`config.mk`:
```
export PLATFORM = sky130hd
export DESIGN_NAME = rv_mem_arbiter_flat
export DESIGN_NICKNAME = d
export VERILOG_FILES = /design/src/rtl/rv_mem_pkg.sv /design/src/rtl/rv_mem_arbiter_if.sv /design/src/rtl/rv_mem_prio_sel.sv /design/src/rtl/rv_mem_arbiter.sv /design/src/flat_wrapper.sv
export SDC_FILE = /design/constraint.sdc
export NUM_CORES = 1
export LEC_CHECK = 0
export ABC_AREA = 1
export CAP_MARGIN = 20
export CORE_MARGIN = 3
export CORE_UTILIZATION = 36
export DETAILED_ROUTE_END_ITERATION = 10
export PLACE_DENSITY = 0.84
export SETUP_SLACK_MARGIN = 0.3
export SLEW_MARGIN = 25
export SYNTH_ARGS = -nofsm -noshare
export SYNTH_HDL_FRONTEND = slang
export SYNTH_SLANG_ARGS = --single-unit
```
`constraint.sdc`:
```
create_clock -name clk_i -period 4.1 [get_ports clk_i]
set_input_delay 0.615 -clock clk_i [delete_from_list [all_inputs] [get_ports clk_i]]
set_output_delay 0.615 -clock clk_i [all_outputs]
set_load 0.05 [all_outputs]
```
`src/rtl/rv_mem_pkg.sv`:
```
// rtl/rv_mem_pkg.sv - shared types and constants for the rv_cpu memory arbiter
//
// Purpose : response-state encoding and the byte-enable / load-store
//           constants shared by the rv_cpu memory path.
// Ports   : none (package).

package rv_mem_pkg;

    // Which requester owns the read data returning from the RAM this cycle.
    typedef enum logic [1:0] {
        S_NONE = 2'd0,
        S_IM   = 2'd1,
        S_DM   = 2'd2
    } resp_state_t;

    // Load/store access sizes, as already used by the rv_cpu core.
    localparam logic [1:0] LDST_B = 2'd0;
    localparam logic [1:0] LDST_H = 2'd1;
    localparam logic [1:0] LDST_W = 2'd2;

    // RAM byte write enables; BE_NONE turns an access into a read.
    localparam logic [3:0] BE_NONE    = 4'b0000;
    localparam logic [3:0] BE_B0      = 4'b0001;
    localparam logic [3:0] BE_B1      = 4'b0010;
    localparam logic [3:0] BE_B2      = 4'b0100;
    localparam logic [3:0] BE_B3      = 4'b1000;
    localparam logic [3:0] BE_HALF_LO = 4'b0011;
    localparam logic [3:0] BE_HALF_HI = 4'b1100;
    localparam logic [3:0] BE_WORD    = 4'b1111;

endpackage

```
`src/rtl/rv_mem_arbiter_if.sv`:
```
// rtl/rv_mem_arbiter_if.sv - CPU fetch/data ports and RAM port seen by the arbiter
//
// Purpose : bundles the rv_cpu instruction-fetch port, data port and the
//           single-port RAM port.
// Modports: slave  - the arbiter (takes CPU requests, drives the RAM).
//           master - the surroundings (CPU requesters plus RAM).
// Signals : im_*  fetch request/grant/response, dm_* data request/grant/
//           response, ram_* word address, write data, byte enables, read data.

interface rv_mem_arbiter_if #(
    parameter int ADDR_WIDTH = 14
);
    logic [31:0]           im_addr_i;
    logic                  im_rd_i;
    logic                  im_gnt_o;
    logic [31:0]           im_data_o;
    logic                  im_valid_o;

    logic [31:0]           dm_addr_i;
    logic [31:0]           dm_data_s_i;
    logic [3:0]            dm_data_select_i;
    logic                  dm_write_i;
    logic                  dm_load_i;
    logic                  dm_gnt_o;
    logic [31:0]           dm_data_l_o;
    logic                  dm_rvalid_o;

    logic [ADDR_WIDTH-1:0] ram_addr_o;
    logic [31:0]           ram_data_o;
    logic [3:0]            ram_bwe_o;
    logic [31:0]           ram_data_i;

    modport slave (
        input  im_addr_i, im_rd_i,
        output im_gnt_o, im_data_o, im_valid_o,
        input  dm_addr_i, dm_data_s_i, dm_data_select_i, dm_write_i, dm_load_i,
        output dm_gnt_o, dm_data_l_o, dm_rvalid_o,
        output ram_addr_o, ram_data_o, ram_bwe_o,
        input  ram_data_i
    );

    modport master (
        output im_addr_i, im_rd_i,
        input  im_gnt_o, im_data_o, im_valid_o,
        output dm_addr_i, dm_data_s_i, dm_data_select_i, dm_write_i, dm_load_i,
        input  dm_gnt_o, dm_data_l_o, dm_rvalid_o,
        input  ram_addr_o, ram_data_o, ram_bwe_o,
        output ram_data_i
    );

endinterface

```
`src/rtl/rv_mem_prio_sel.sv`:
```
// rtl/rv_mem_prio_sel.sv - fixed-priority grant selector with fetch starvation override
//
// Purpose : data requests win over fetch, except when fetch has already been
//           denied MAX_IM_STALL cycles in a row; then fetch wins once.
// Ports   : en_i      grants forced low when 0 (reset)
//           im_rd_i   fetch request
//           dm_req_i  data request (load or store)
//           starve_i  consecutive denied fetch cycles (saturating)
//           im_gnt_o  fetch granted
//           dm_gnt_o  data granted

module rv_mem_prio_sel #(
    parameter int MAX_IM_STALL = 4   // 1..15, fits the 4-bit counter
) (
    input  logic       en_i,
    input  logic       im_rd_i,
    input  logic       dm_req_i,
    input  logic [3:0] starve_i,
    output logic       im_gnt_o,
    output logic       dm_gnt_o
);

    logic im_starving;
    logic dm_wins;

    assign im_starving = im_rd_i & (starve_i == 4'(MAX_IM_STALL));
    assign dm_wins     = dm_req_i & ~im_starving;

    // The two grants are mutually exclusive by construction.
    assign dm_gnt_o = en_i & dm_wins;
    assign im_gnt_o = en_i & im_rd_i & ~dm_wins;

endmodule

```
`src/rtl/rv_mem_arbiter.sv`:
```
// rtl/rv_mem_arbiter.sv - shares one single-port RAM between rv_cpu fetch and data ports
//
// Purpose : grants at most one RAM access per cycle (data first, fetch
//           protected by a starvation counter) and steers the 1-cycle-latency
//           read data back to whichever port issued the read.
// Ports   : clk_i    clock
//           rst_n_i  asynchronous active-low reset
//           bus      rv_mem_arbiter_if.slave (CPU im_*/dm_* ports, RAM ram_* port)

module rv_mem_arbiter
    import rv_mem_pkg::*;
#(
    parameter int ADDR_WIDTH   = 14,
    parameter int MAX_IM_STALL = 4
) (
    input  logic            clk_i,
    input  logic            rst_n_i,
    rv_mem_arbiter_if.slave bus
);

    logic                  dm_req;
    logic                  im_gnt;
    logic                  dm_gnt;
    logic                  dm_store;
    logic                  dm_load_only;
    logic [3:0]            starve;
    logic [ADDR_WIDTH-1:0] im_word;
    logic [ADDR_WIDTH-1:0] dm_word;
    resp_state_t           state;
    resp_state_t           state_nxt;
    logic [31:0]           im_data_q;
    logic [31:0]           dm_data_q;
    logic                  im_valid;
    logic                  dm_rvalid;
    logic [31:0]           im_data;
    logic [31:0]           dm_data;

    // Byte offset and bits above the RAM size are ignored: addresses wrap.
    logic unused_addr_bits;
    assign unused_addr_bits = ^{bus.im_addr_i, bus.dm_addr_i};

    assign im_word = bus.im_addr_i[ADDR_WIDTH+1:2];
    assign dm_word = bus.dm_addr_i[ADDR_WIDTH+1:2];

    // ------------------------------------------------------------------
    // Arbitration
    // ------------------------------------------------------------------
    assign dm_req = bus.dm_write_i | bus.dm_load_i;

    rv_mem_prio_sel #(
        .MAX_IM_STALL (MAX_IM_STALL)
    ) u_prio_sel (
        .en_i     (rst_n_i),
        .im_rd_i  (bus.im_rd_i),
        .dm_req_i (dm_req),
        .starve_i (starve),
        .im_gnt_o (im_gnt),
        .dm_gnt_o (dm_gnt)
    );

    // A simultaneous store+load is illegal; the store takes the slot and
    // no load response is produced.
    assign dm_store     = dm_gnt & bus.dm_write_i;
    assign dm_load_only = dm_gnt & bus.dm_load_i & ~bus.dm_write_i;

    assign bus.im_gnt_o = im_gnt;
    assign bus.dm_gnt_o = dm_gnt;

    // ------------------------------------------------------------------
    // RAM drive: idle cycles park the address on the fetch port.
    // A store with all byte enables low is a harmless no-op.
    // ------------------------------------------------------------------
    assign bus.ram_addr_o = dm_gnt ? dm_word : im_word;
    assign bus.ram_bwe_o  = dm_store ? bus.dm_data_select_i : BE_NONE;
    assign bus.ram_data_o = bus.dm_data_s_i;

    // ------------------------------------------------------------------
    // Starvation counter: consecutive cycles with fetch pending but denied.
    // ------------------------------------------------------------------
    always_ff @(posedge clk_i or negedge rst_n_i) begin
        if (!rst_n_i) begin
            starve <= '0;
        end else if (!bus.im_rd_i || im_gnt) begin
            starve <= '0;
        end else if (starve != 4'(MAX_IM_STALL)) begin
            starve <= starve + 4'd1;
        end
    end

    // ------------------------------------------------------------------
    // Response FSM: state register
    // ------------------------------------------------------------------
    always_ff @(posedge clk_i or negedge rst_n_i) begin
        if (!rst_n_i) begin
            state <= S_NONE;
        end else begin
            state <= state_nxt;
        end
    end

    // Response FSM: next state (who owns next cycle's RAM read data)
    always_comb begin
        state_nxt = S_NONE;
        if (im_gnt) begin
            state_nxt = S_IM;
        end else if (dm_load_only) begin
            state_nxt = S_DM;
        end
    end

    // Response FSM: outputs. Read data is forwarded straight from the RAM
    // during the response cycle so valid and data line up; the holding
    // registers keep the last word afterwards.
    always_comb begin
        im_valid  = (state == S_IM);
        dm_rvalid = (state == S_DM);
        im_data   = im_valid  ? bus.ram_data_i : im_data_q;
        dm_data   = dm_rvalid ? bus.ram_data_i : dm_data_q;
    end

    always_ff @(posedge clk_i or negedge rst_n_i) begin
        if (!rst_n_i) begin
            im_data_q <= '0;
            dm_data_q <= '0;
        end else begin
            if (im_valid) begin
                im_data_q <= bus.ram_data_i;
            end
            if (dm_rvalid) begin
                dm_data_q <= bus.ram_data_i;
            end
        end
    end

    assign bus.im_valid_o  = im_valid;
    assign bus.im_data_o   = im_data;
    assign bus.dm_rvalid_o = dm_rvalid;
    assign bus.dm_data_l_o = dm_data;

endmodule

```
`src/flat_wrapper.sv`:
```
// flat-port wrapper written by rule: the top's interface ports become plain ports
module rv_mem_arbiter_flat import rv_mem_pkg::*;
#(
    parameter int ADDR_WIDTH   = 14,
    parameter int MAX_IM_STALL = 4
)
  (clk_i, rst_n_i, bus_im_addr_i, bus_im_rd_i, bus_im_gnt_o, bus_im_data_o, bus_im_valid_o, bus_dm_addr_i, bus_dm_data_s_i, bus_dm_data_select_i, bus_dm_write_i, bus_dm_load_i, bus_dm_gnt_o, bus_dm_data_l_o, bus_dm_rvalid_o, bus_ram_addr_o, bus_ram_data_o, bus_ram_bwe_o, bus_ram_data_i);
  rv_mem_arbiter_if #(.ADDR_WIDTH(ADDR_WIDTH)) bus_i ();
  input  logic clk_i;
  input  logic rst_n_i;
  input wire logic [$bits(bus_i.im_addr_i)-1:0] bus_im_addr_i;
  input wire logic [$bits(bus_i.im_rd_i)-1:0] bus_im_rd_i;
  output wire logic [$bits(bus_i.im_gnt_o)-1:0] bus_im_gnt_o;
  output wire logic [$bits(bus_i.im_data_o)-1:0] bus_im_data_o;
  output wire logic [$bits(bus_i.im_valid_o)-1:0] bus_im_valid_o;
  input wire logic [$bits(bus_i.dm_addr_i)-1:0] bus_dm_addr_i;
  input wire logic [$bits(bus_i.dm_data_s_i)-1:0] bus_dm_data_s_i;
  input wire logic [$bits(bus_i.dm_data_select_i)-1:0] bus_dm_data_select_i;
  input wire logic [$bits(bus_i.dm_write_i)-1:0] bus_dm_write_i;
  input wire logic [$bits(bus_i.dm_load_i)-1:0] bus_dm_load_i;
  output wire logic [$bits(bus_i.dm_gnt_o)-1:0] bus_dm_gnt_o;
  output wire logic [$bits(bus_i.dm_data_l_o)-1:0] bus_dm_data_l_o;
  output wire logic [$bits(bus_i.dm_rvalid_o)-1:0] bus_dm_rvalid_o;
  output wire logic [$bits(bus_i.ram_addr_o)-1:0] bus_ram_addr_o;
  output wire logic [$bits(bus_i.ram_data_o)-1:0] bus_ram_data_o;
  output wire logic [$bits(bus_i.ram_bwe_o)-1:0] bus_ram_bwe_o;
  input wire logic [$bits(bus_i.ram_data_i)-1:0] bus_ram_data_i;
  assign bus_i.im_addr_i = bus_im_addr_i;
  assign bus_i.im_rd_i = bus_im_rd_i;
  assign bus_im_gnt_o = bus_i.im_gnt_o;
  assign bus_im_data_o = bus_i.im_data_o;
  assign bus_im_valid_o = bus_i.im_valid_o;
  assign bus_i.dm_addr_i = bus_dm_addr_i;
  assign bus_i.dm_data_s_i = bus_dm_data_s_i;
  assign bus_i.dm_data_select_i = bus_dm_data_select_i;
  assign bus_i.dm_write_i = bus_dm_write_i;
  assign bus_i.dm_load_i = bus_dm_load_i;
  assign bus_dm_gnt_o = bus_i.dm_gnt_o;
  assign bus_dm_data_l_o = bus_i.dm_data_l_o;
  assign bus_dm_rvalid_o = bus_i.dm_rvalid_o;
  assign bus_ram_addr_o = bus_i.ram_addr_o;
  assign bus_ram_data_o = bus_i.ram_data_o;
  assign bus_ram_bwe_o = bus_i.ram_bwe_o;
  assign bus_i.ram_data_i = bus_ram_data_i;
  rv_mem_arbiter #(.ADDR_WIDTH(ADDR_WIDTH), .MAX_IM_STALL(MAX_IM_STALL)) u_core (.clk_i(clk_i), .rst_n_i(rst_n_i), .bus(bus_i));
endmodule
```
* Word level (Yosys, flattened, before mapping) *
Cells that the tools add are included.

cells by class
  $add $sub $neg = 1
  equal/unequal tests = 4
  muxes and demuxes = 8
  bitwise logic cells = 12
  reduce and logical (&&, ||, !) cells = 3

operator list
  operator                                                number
  2-to-1 mux 32 bit                                       2
  2-to-1 mux 14 bit                                       1
  2-to-1 mux 4 bit                                        3
  bitwise AND 1 bit                                       8
  adder 4 x 1 -> 4 bit (second input constant)            1
  == test 4 x 3 -> 1 bit (second input constant)          1
  2-to-1 mux 2 bit                                        2
  inequality test 4 x 3 -> 1 bit (second input constant)  1
  inverter 1 bit                                          3
  == test 2 x 1 -> 1 bit (second input constant)          1
  == test 2 bit (second input constant)                   1
  nonzero test 2 bit                                      1
  zero test 1 bit                                         1
  logical OR 1 bit                                        1
  OR 1 bit                                                1

word-level totals
  register bits = 70
  input bits = 137

* Logic depth before layout (Yosys ltp) *
Gate-level depths: netlist of run 1.

  depth in word-level cells = 9
  depth in mapped cells = 10
  gate-level depth less buffers = 9

* Hierarchy *
From an unflattened synthesis of run 1, not the netlist that was laid out.

second synthesis, totals
  cell total of the unflattened synthesis = 375
  area, all modules = 3301.9 um^2

modules (own cells, without submodules)
  module           times used  cells each  area each (um^2)  sequential area each (um^2)
  rv_mem_arbiter   1           365         3250.6            1751.7
  rv_mem_prio_sel  1           10          51.3              0.0

* Least setup slack after synthesis of run 1 *
No wires, ideal clock.

  kind = reg2out
  start point = register u_core.state[0]
  end point = output port bus_dm_data_l_o[0]
  data arrival time = 2.615 ns
  required time = 3.485 ns
  path slack = 0.870 ns
  stages on the path, launching flop included = 5
  path buffers = 1
  cells stage by stage = dfrtp_1 nor2_1 inv_2 buf_2 o21ai_0

between the ends
  cells in the longest elaborated chain, start to end = 2

RTL lines
  what                    RTL line               source
  start, declared         rv_mem_arbiter.sv:29   resp_state_t state;
  start signal, assigned  rv_mem_arbiter.sv:97   state <= state_nxt;
  == test 2 bit           rv_mem_arbiter.sv:116  dm_rvalid = (state == S_DM);
  via bus_dm_rvalid_o     flat_wrapper.sv:23     output wire logic [$bits(bus_i.dm_rvalid_o)-1:0] bus_dm_rvalid_o;
  2-to-1 mux 32 bit       rv_mem_arbiter.sv:118  dm_data = dm_rvalid ? bus.ram_data_i : dm_data_q;
  end, declared           flat_wrapper.sv:22     output wire logic [$bits(bus_i.dm_data_l_o)-1:0] bus_dm_data_l_o;

The timed path passes the listed nets, and every way through them passes these cells.

* Worst setup path after layout of run 1 *
  start point = register u_core.state[1]
  end point = output port bus_dm_data_l_o[12]

between the ends
  cells in the longest elaborated chain, start to end = 2

RTL lines
  what               RTL line
  == test 2 bit      rv_mem_arbiter.sv:116
  2-to-1 mux 32 bit  rv_mem_arbiter.sv:118

Every way passes these cells.

==> results of run 1 <==
-- stage by stage --
| step | total power, uW | util | instance area, sq um | cells | setup slack (ns) |
|---|---|---|---|---|---|
| after global placement | 2150 | 0.534 | 4480 | 575 | 1.04 |
| final | 2690 | 0.559 | 4680 | 591 | 0.793 |
| after detailed placement | 2170 | 0.534 | 4480 | 575 | 0.993 |
| after global routing | 2840 | 0.559 | 4680 | 591 | 0.508 |
| after CTS | 2730 | 0.558 | 4680 | 591 | 0.606 |
| after floorplan | 1790 | - | 3170 | 362 | 0.870 |
-- layout make-up --
cell class,count,share of cell area
Multi-Input combinational cell,199,0.197
Clock inverter,7,0.0160
Inverter,45,0.0361
Tap cell,105,0.0281
Sequential cell,70,0.374
Timing Repair Buffer,156,0.322
Clock buffer,9,0.0265
-- cells by family (layout without fill, tap and decap cells) --
logic type,after synthesis,in the layout
simple gates,127,127
buf+inv,93,217
flops,70,70
compound gates,69,69
fa+ha+maj,2,2
xor+xnor,1,1
-- metal layers --
layer | wire length [um] | GRT usage | part of all wire
met5 | 0 | 0 | 0
met3 | 736 | 0.0709 | 0.088
met4 | 154 | 0.0567 | 0.018
met1 | 3100 | 0.187 | 0.37
met2 | 4360 | 0.304 | 0.52
-- path summary, 6_finish.rpt --
check	from	to	slack, ns	cells past startpoint
max in group asynchronous	rst_n_i	u_core.dm_data_q[17]	2.90	2
min in group clk_i	u_core.im_data_q[2]	u_core.im_data_q[2]	0.50	2
min	rst_n_i	u_core.starve[2]	0.15	1
max reg2reg	u_core.state[1]	u_core.dm_data_q[6]	2.42	4
max	u_core.state[1]	bus_dm_data_l_o[12]	0.79	6
min reg2reg	u_core.im_data_q[2]	u_core.im_data_q[2]	0.50	2
-- registers in the layout, indices dropped and copies added (netlist names) --
register and flops:
u_core.dm_data_q 32, u_core.im_data_q 32, u_core.starve 4, u_core.state 2
-- Yosys cell counts, drive strengths merged --
cell type | instances | area share
nand2 | 112 | 0.14
dfrtp | 70 | 0.55
o21ai | 65 | 0.10
inv | 45 | 0.053
buf | 42 | 0.099
clkbuf | 6 | 0.0071
nor2 | 6 | 0.0079
nand3 | 4 | 0.0079
nor3b | 4 | 0.0095
ha | 2 | 0.0079
o211ai | 2 | 0.0047
o21bai | 2 | 0.0047
nor3 | 1 | 0.0032
xor2 | 1 | 0.0028
-- worst max-delay path: cells and delay by family (launching register included) --
family                 cells  cell delay, ns
AO/OA/AOI/OAI              1            0.18
AND/OR/NAND/NOR            2            0.18
buffers and inverters      3            1.60
flip-flops                 1            0.36
-- power by group --
group	leakage, uW	switching (uW)	internal [uW]
sequential	0.000861	45.1	844
combinational	0.00133	865	399
clock	0.0000914	258	281
total	0.00229	1170	1520
==> results_dict.tcl, run 1 <==
set metrics [dict create \
    clk-insertion-delay-late_ns 0.33 \
    ctsResizeCount 0 \
    timing.max_cap.violations 0 \
    synth_nets 501 \
    multiInputGateArea_sq_um 925 \
    synthSimpleGateAreaFrac 0.166 \
    cts_tree "built" \
    cp-start-kind "flop" \
    syn_area_sq_um 3170 \
    rsz0062_at_grt "false" \
    grt_max_degree 66 \
    path_max_fanout 64 \
    fp-row-count 33 \
    antenna_cells 0 \
    worstPathCellList "inv_1 -> nor2_1 -> inv_2 -> nand2_1 -> o21ai_0 -> clkdlybuf4s50_1" \
    die_width_um 99.9 \
    setup_violations 0 \
    area_delta_synth_final_pct 47.5 \
    synth-xor-area-share 0.00276 \
    synthMuxAreaShare 0 \
    cts_made_buffers 9 \
    ir_worst_vdd_v 0.000273 \
    leakagePower_uw 0.00229 \
    antenna_found_initial 0 \
    synthAdderAreaFrac 0.00788 \
    finalWorstPathRequiredPeriod_ns 3.31 \
    yosysWarnings 0 \
    cp-end-kind "output port" \
    via_per_inst 4.61 \
    yosysUniqueCellTypes 21 \
    clk_pin_slew_ns 0.07 \
    start_util 0.379 \
    core_sq_um 8380 \
    critical-path-max-stage-delay_ns 0.87 \
    holdBufCountCts 0 \
    cts_sinks 70 \
    powerDensity_nw_per_um2 575 \
    drc 0 \
    crit_arrival_ns 2.69 \
    synthCells 362 \
    worst_pin_slew_ns 0.893 \
    fmax_mhz 302 \
    drv_slew 0 \
    clockRootBuffer "clkbuf_8" \
    fin_nets 620 \
    postSynthAreaPerCell_sq_um 8.77 \
    fin_hold_ws_ns 0.150 \
    place.gp.congestion 0.752 \
    port_buffers 154 \
    yosysSeqAreaShare 0.552 \
    die_area_sq_um 9980 \
    crit_required_ns 3.48 \
    grt_usage 0.172 \
    status "completed" \
    hpwlAfterDp_um 6350 \
    nFillCells 765 \
    finalHoldViolations 0 \
    ios 255 \
    cts_setup_buffers 0 \
    seq_area_sq_um 1750 \
    die_h_um 99.9 \
    slew-limit-headroom 0.404 \
    cp_slowest_cell "clkdlybuf4s50_1" \
    drive_above_1_share 0.105 \
    wl_per_cell_um 14.1 \
    fin_setup_tns_ns 0 \
    cts-htree-levels 3 \
    finalClockSkew_ns 0.00920 \
    period_share 0.807 \
    ys_ff_latch 70 \
    drt_iter0_drc 91 \
    synth_top_family_by_area "simple AND/OR/NAND/NOR gates" \
    crit_type "flop to output port" \
    mostFrequentLayoutCell "clkdlybuf4s50_1" \
    ant_nets 0 \
    drt_first_pass_iters 4 \
    synth-compound-area-share 0.112 \
    clk_path_buf_depth 2 \
    num_vias 2727 \
    hold_class "input port to asynchronous set/reset pin" \
    grt_pass1_wl_um 13600 \
    globalRouteOverflowTotal 0 \
    grt_pass1_vias 2801 \
    wirelength_um 8350 \
    mostFrequentLayoutCells "135 x clkdlybuf4s50_1, 104 x nand2_1, 70 x dfrtp_1" \
]
(Power assumes the default switching activity.)
==> inputs of run 2 (changes only) <==
--- a/config.mk
+++ b/config.mk
@@ -8,9 +8,9 @@
 export ABC_AREA = 1
 export CAP_MARGIN = 20
 export CORE_MARGIN = 3
-export CORE_UTILIZATION = 36
+export CORE_UTILIZATION = 30
 export DETAILED_ROUTE_END_ITERATION = 10
-export PLACE_DENSITY = 0.84
+export PLACE_DENSITY = 0.74
 export SETUP_SLACK_MARGIN = 0.3
 export SLEW_MARGIN = 25
 export SYNTH_ARGS = -nofsm -noshare
==> constraint.sdc (replaced) <==
create_clock -name clk_i -period 2.7 [get_ports clk_i]
set_input_delay 0.405 -clock clk_i [delete_from_list [all_inputs] [get_ports clk_i]]
set_output_delay 0.405 -clock clk_i [all_outputs]
set_load 0.05 [all_outputs]
==> run 2 against run 1 <==
  * Worst setup slack worse by 0.38 ns
  * Register-to-register slack lost 1.2 ns
  * Via count rose by 2.6%
  * Largest cell class is now non-clock buffers
==> results_dict.tcl, run 2 (synthesis gave the netlist of run 1 again) <==
set metrics [dict create \
    drt_first_pass_iters 4 \
    grt_usage 0.142 \
    seq_area_sq_um 1750 \
    port_buffers 154 \
    finalWorstPathRequiredPeriod_ns 2.29 \
    num_vias 2799 \
    die_width_um 109 \
    antenna_found_initial 0 \
    die_h_um 109 \
    cp-start-kind "flop" \
    fin_nets 632 \
    rrSetupSlack_ns 1.27 \
    period_share 0.847 \
    clk_pin_slew_ns 0.07 \
    cp-end-kind "output port" \
    crit_arrival_ns 1.88 \
    globalRouteOverflowTotal 0 \
    worst_pin_slew_ns 0.741 \
    worstPathCellList "inv_1 -> ha_1 -> inv_2 -> nor2_4 -> nand2_4 -> nand3_4 -> buf_6 -> nor3b_4 -> buf_12" \
    finalHoldViolations 0 \
    fmax_mhz 437 \
    setup_violations 0 \
    rsz0062_at_grt "false" \
    wl_per_cell_um 13.4 \
    grt_pass1_wl_um 13200 \
    ant_nets 0 \
    crit_required_ns 2.30 \
    hold_class "input port to asynchronous set/reset pin" \
    r2r_start "u_core.state[0]" \
    holdBufCountCts 0 \
    ir_worst_vdd_v 0.000488 \
    cts_sinks 70 \
    antenna_cells 0 \
    nFillCells 889 \
    critical-path-max-stage-delay_ns 0.37 \
    ios 255 \
    drive_above_1_share 0.276 \
    fin_cells 630 \
    grt_max_degree 60 \
    mostFrequentLayoutCell "nand2_1" \
    timing.max_cap.violations 0 \
    place_inst 609 \
    clk-insertion-delay-late_ns 0.33 \
    cts_tree "built" \
    cts-htree-levels 3 \
    core_sq_um 10000 \
    mostFrequentLayoutCells "103 x nand2_1, 70 x dfrtp_1, 69 x clkdlybuf4s50_1" \
    cp.depth 9 \
    grt_pass1_vias 2826 \
    drc 0 \
    cp_slowest_cell "dfrtp_1" \
    cp_top_family "simple AND/OR/NAND/NOR gates" \
    path_max_fanout 5 \
    slew-limit-headroom 0.506 \
    cp_num_buf_inv 4 \
    cts_made_buffers 9 \
    hpwlAfterDp_um 6400 \
    clockRootBuffer "clkbuf_8" \
    powerDensity_nw_per_um2 842 \
    ff2ff_path_depth 4 \
    clk_path_buf_depth 2 \
    cp-startpoint "u_core.starve[1]" \
    finalClockSkew_ns 0.00581 \
    area_delta_synth_final_pct 71.0 \
    fin_setup_tns_ns 0 \
    timing.rr.end "u_core.dm_data_q[22]" \
    wirelength_um 8420 \
    place.gp.congestion 0.724 \
    leakagePower_uw 0.00269 \
    drv_slew 0 \
    top_regs "u_core.dm_data_q (32), u_core.im_data_q (32), u_core.starve (4)" \
    die_area_sq_um 11900 \
    crit_type "flop to output port" \
    crit_end "bus_ram_bwe_o[0]" \
    multiInputGateArea_sq_um 998 \
    status "completed" \
    start_util 0.316 \
    fp-row-count 36 \
    drt_iter0_drc 108 \
    via_per_inst 4.44 \
]
[run 2: changes by cell type in the layout (fill, tap and decap cells not counted), sizes merged]
cell           before  now
clkdlybuf4s50     135   69
bufinv              1    2
nand3               4    5
clkinvlp            3    2
buf                21   97
clkinv              3    1
clkbuf              9   11
[run 2: per-layer routing]
layer  GRT usage  up-vias  routed length, um  part of all wire
met5           0        -                  0                 0
li1            -     1349                  -                 -
met2       0.245      144               4190              0.50
met4      0.0460        0                 87             0.010
met3      0.0722        7                981              0.12
met1       0.152     1299               3170              0.38
[run 2: layout make-up]
cell class,instances,area share
Clock buffer,10,0.0254
Clock inverter,5,0.0154
Inverter,45,0.0320
Multi-Input combinational cell,200,0.184
Sequential cell,70,0.323
Tap cell,133,0.0307
Timing Repair Buffer,167,0.390
[run 2: power breakdown]
group / switching [uW] / total, uW / internal [uW]
logic: 1410 / 2300 / 893
registers: 66.8 / 1350 / 1280
clock network: 381 / 922 / 542
[run 2: worst min-delay path by stage]
stage | start | end | slack, ns | depth (start not counted)
detailed placement | rst_n_i | u_core.im_data_q[20] | 0.43 | 2
global route | rst_n_i | u_core.starve[1] | 0.11 | 2
global placement | rst_n_i | u_core.im_data_q[21] | 0.43 | 2
CTS | rst_n_i | u_core.state[0] | 0.07 | 2
finish | rst_n_i | u_core.state[0] | 0.13 | 2
floorplan | rst_n_i | u_core.dm_data_q[0] | 0.11 | 0
[run 2: per-stage QoR]
stage / setup slack (ns) / utilization / total power, uW / hold slack, ns / area [sq um]
after floorplan: 0.0375 / - / 2740 / 0.109 / 3200
after global placement: 0.367 / 0.506 / 3620 / 0.425 / 5080
after detailed placement: 0.355 / 0.506 / 3660 / 0.430 / 5080
after CTS: 0.304 / 0.532 / 4610 / 0.0739 / 5340
after global routing: 0.289 / 0.540 / 4800 / 0.113 / 5430
final: 0.414 / 0.540 / 4570 / 0.128 / 5430
[run 2: what timing repair did]
action | CTS | global route
setup endpoints to repair | 38 | 38
resized for setup | 6 | 8
cloned | 0 | 2
pin swaps | 0 | 1
buffers inserted | 1 | 3
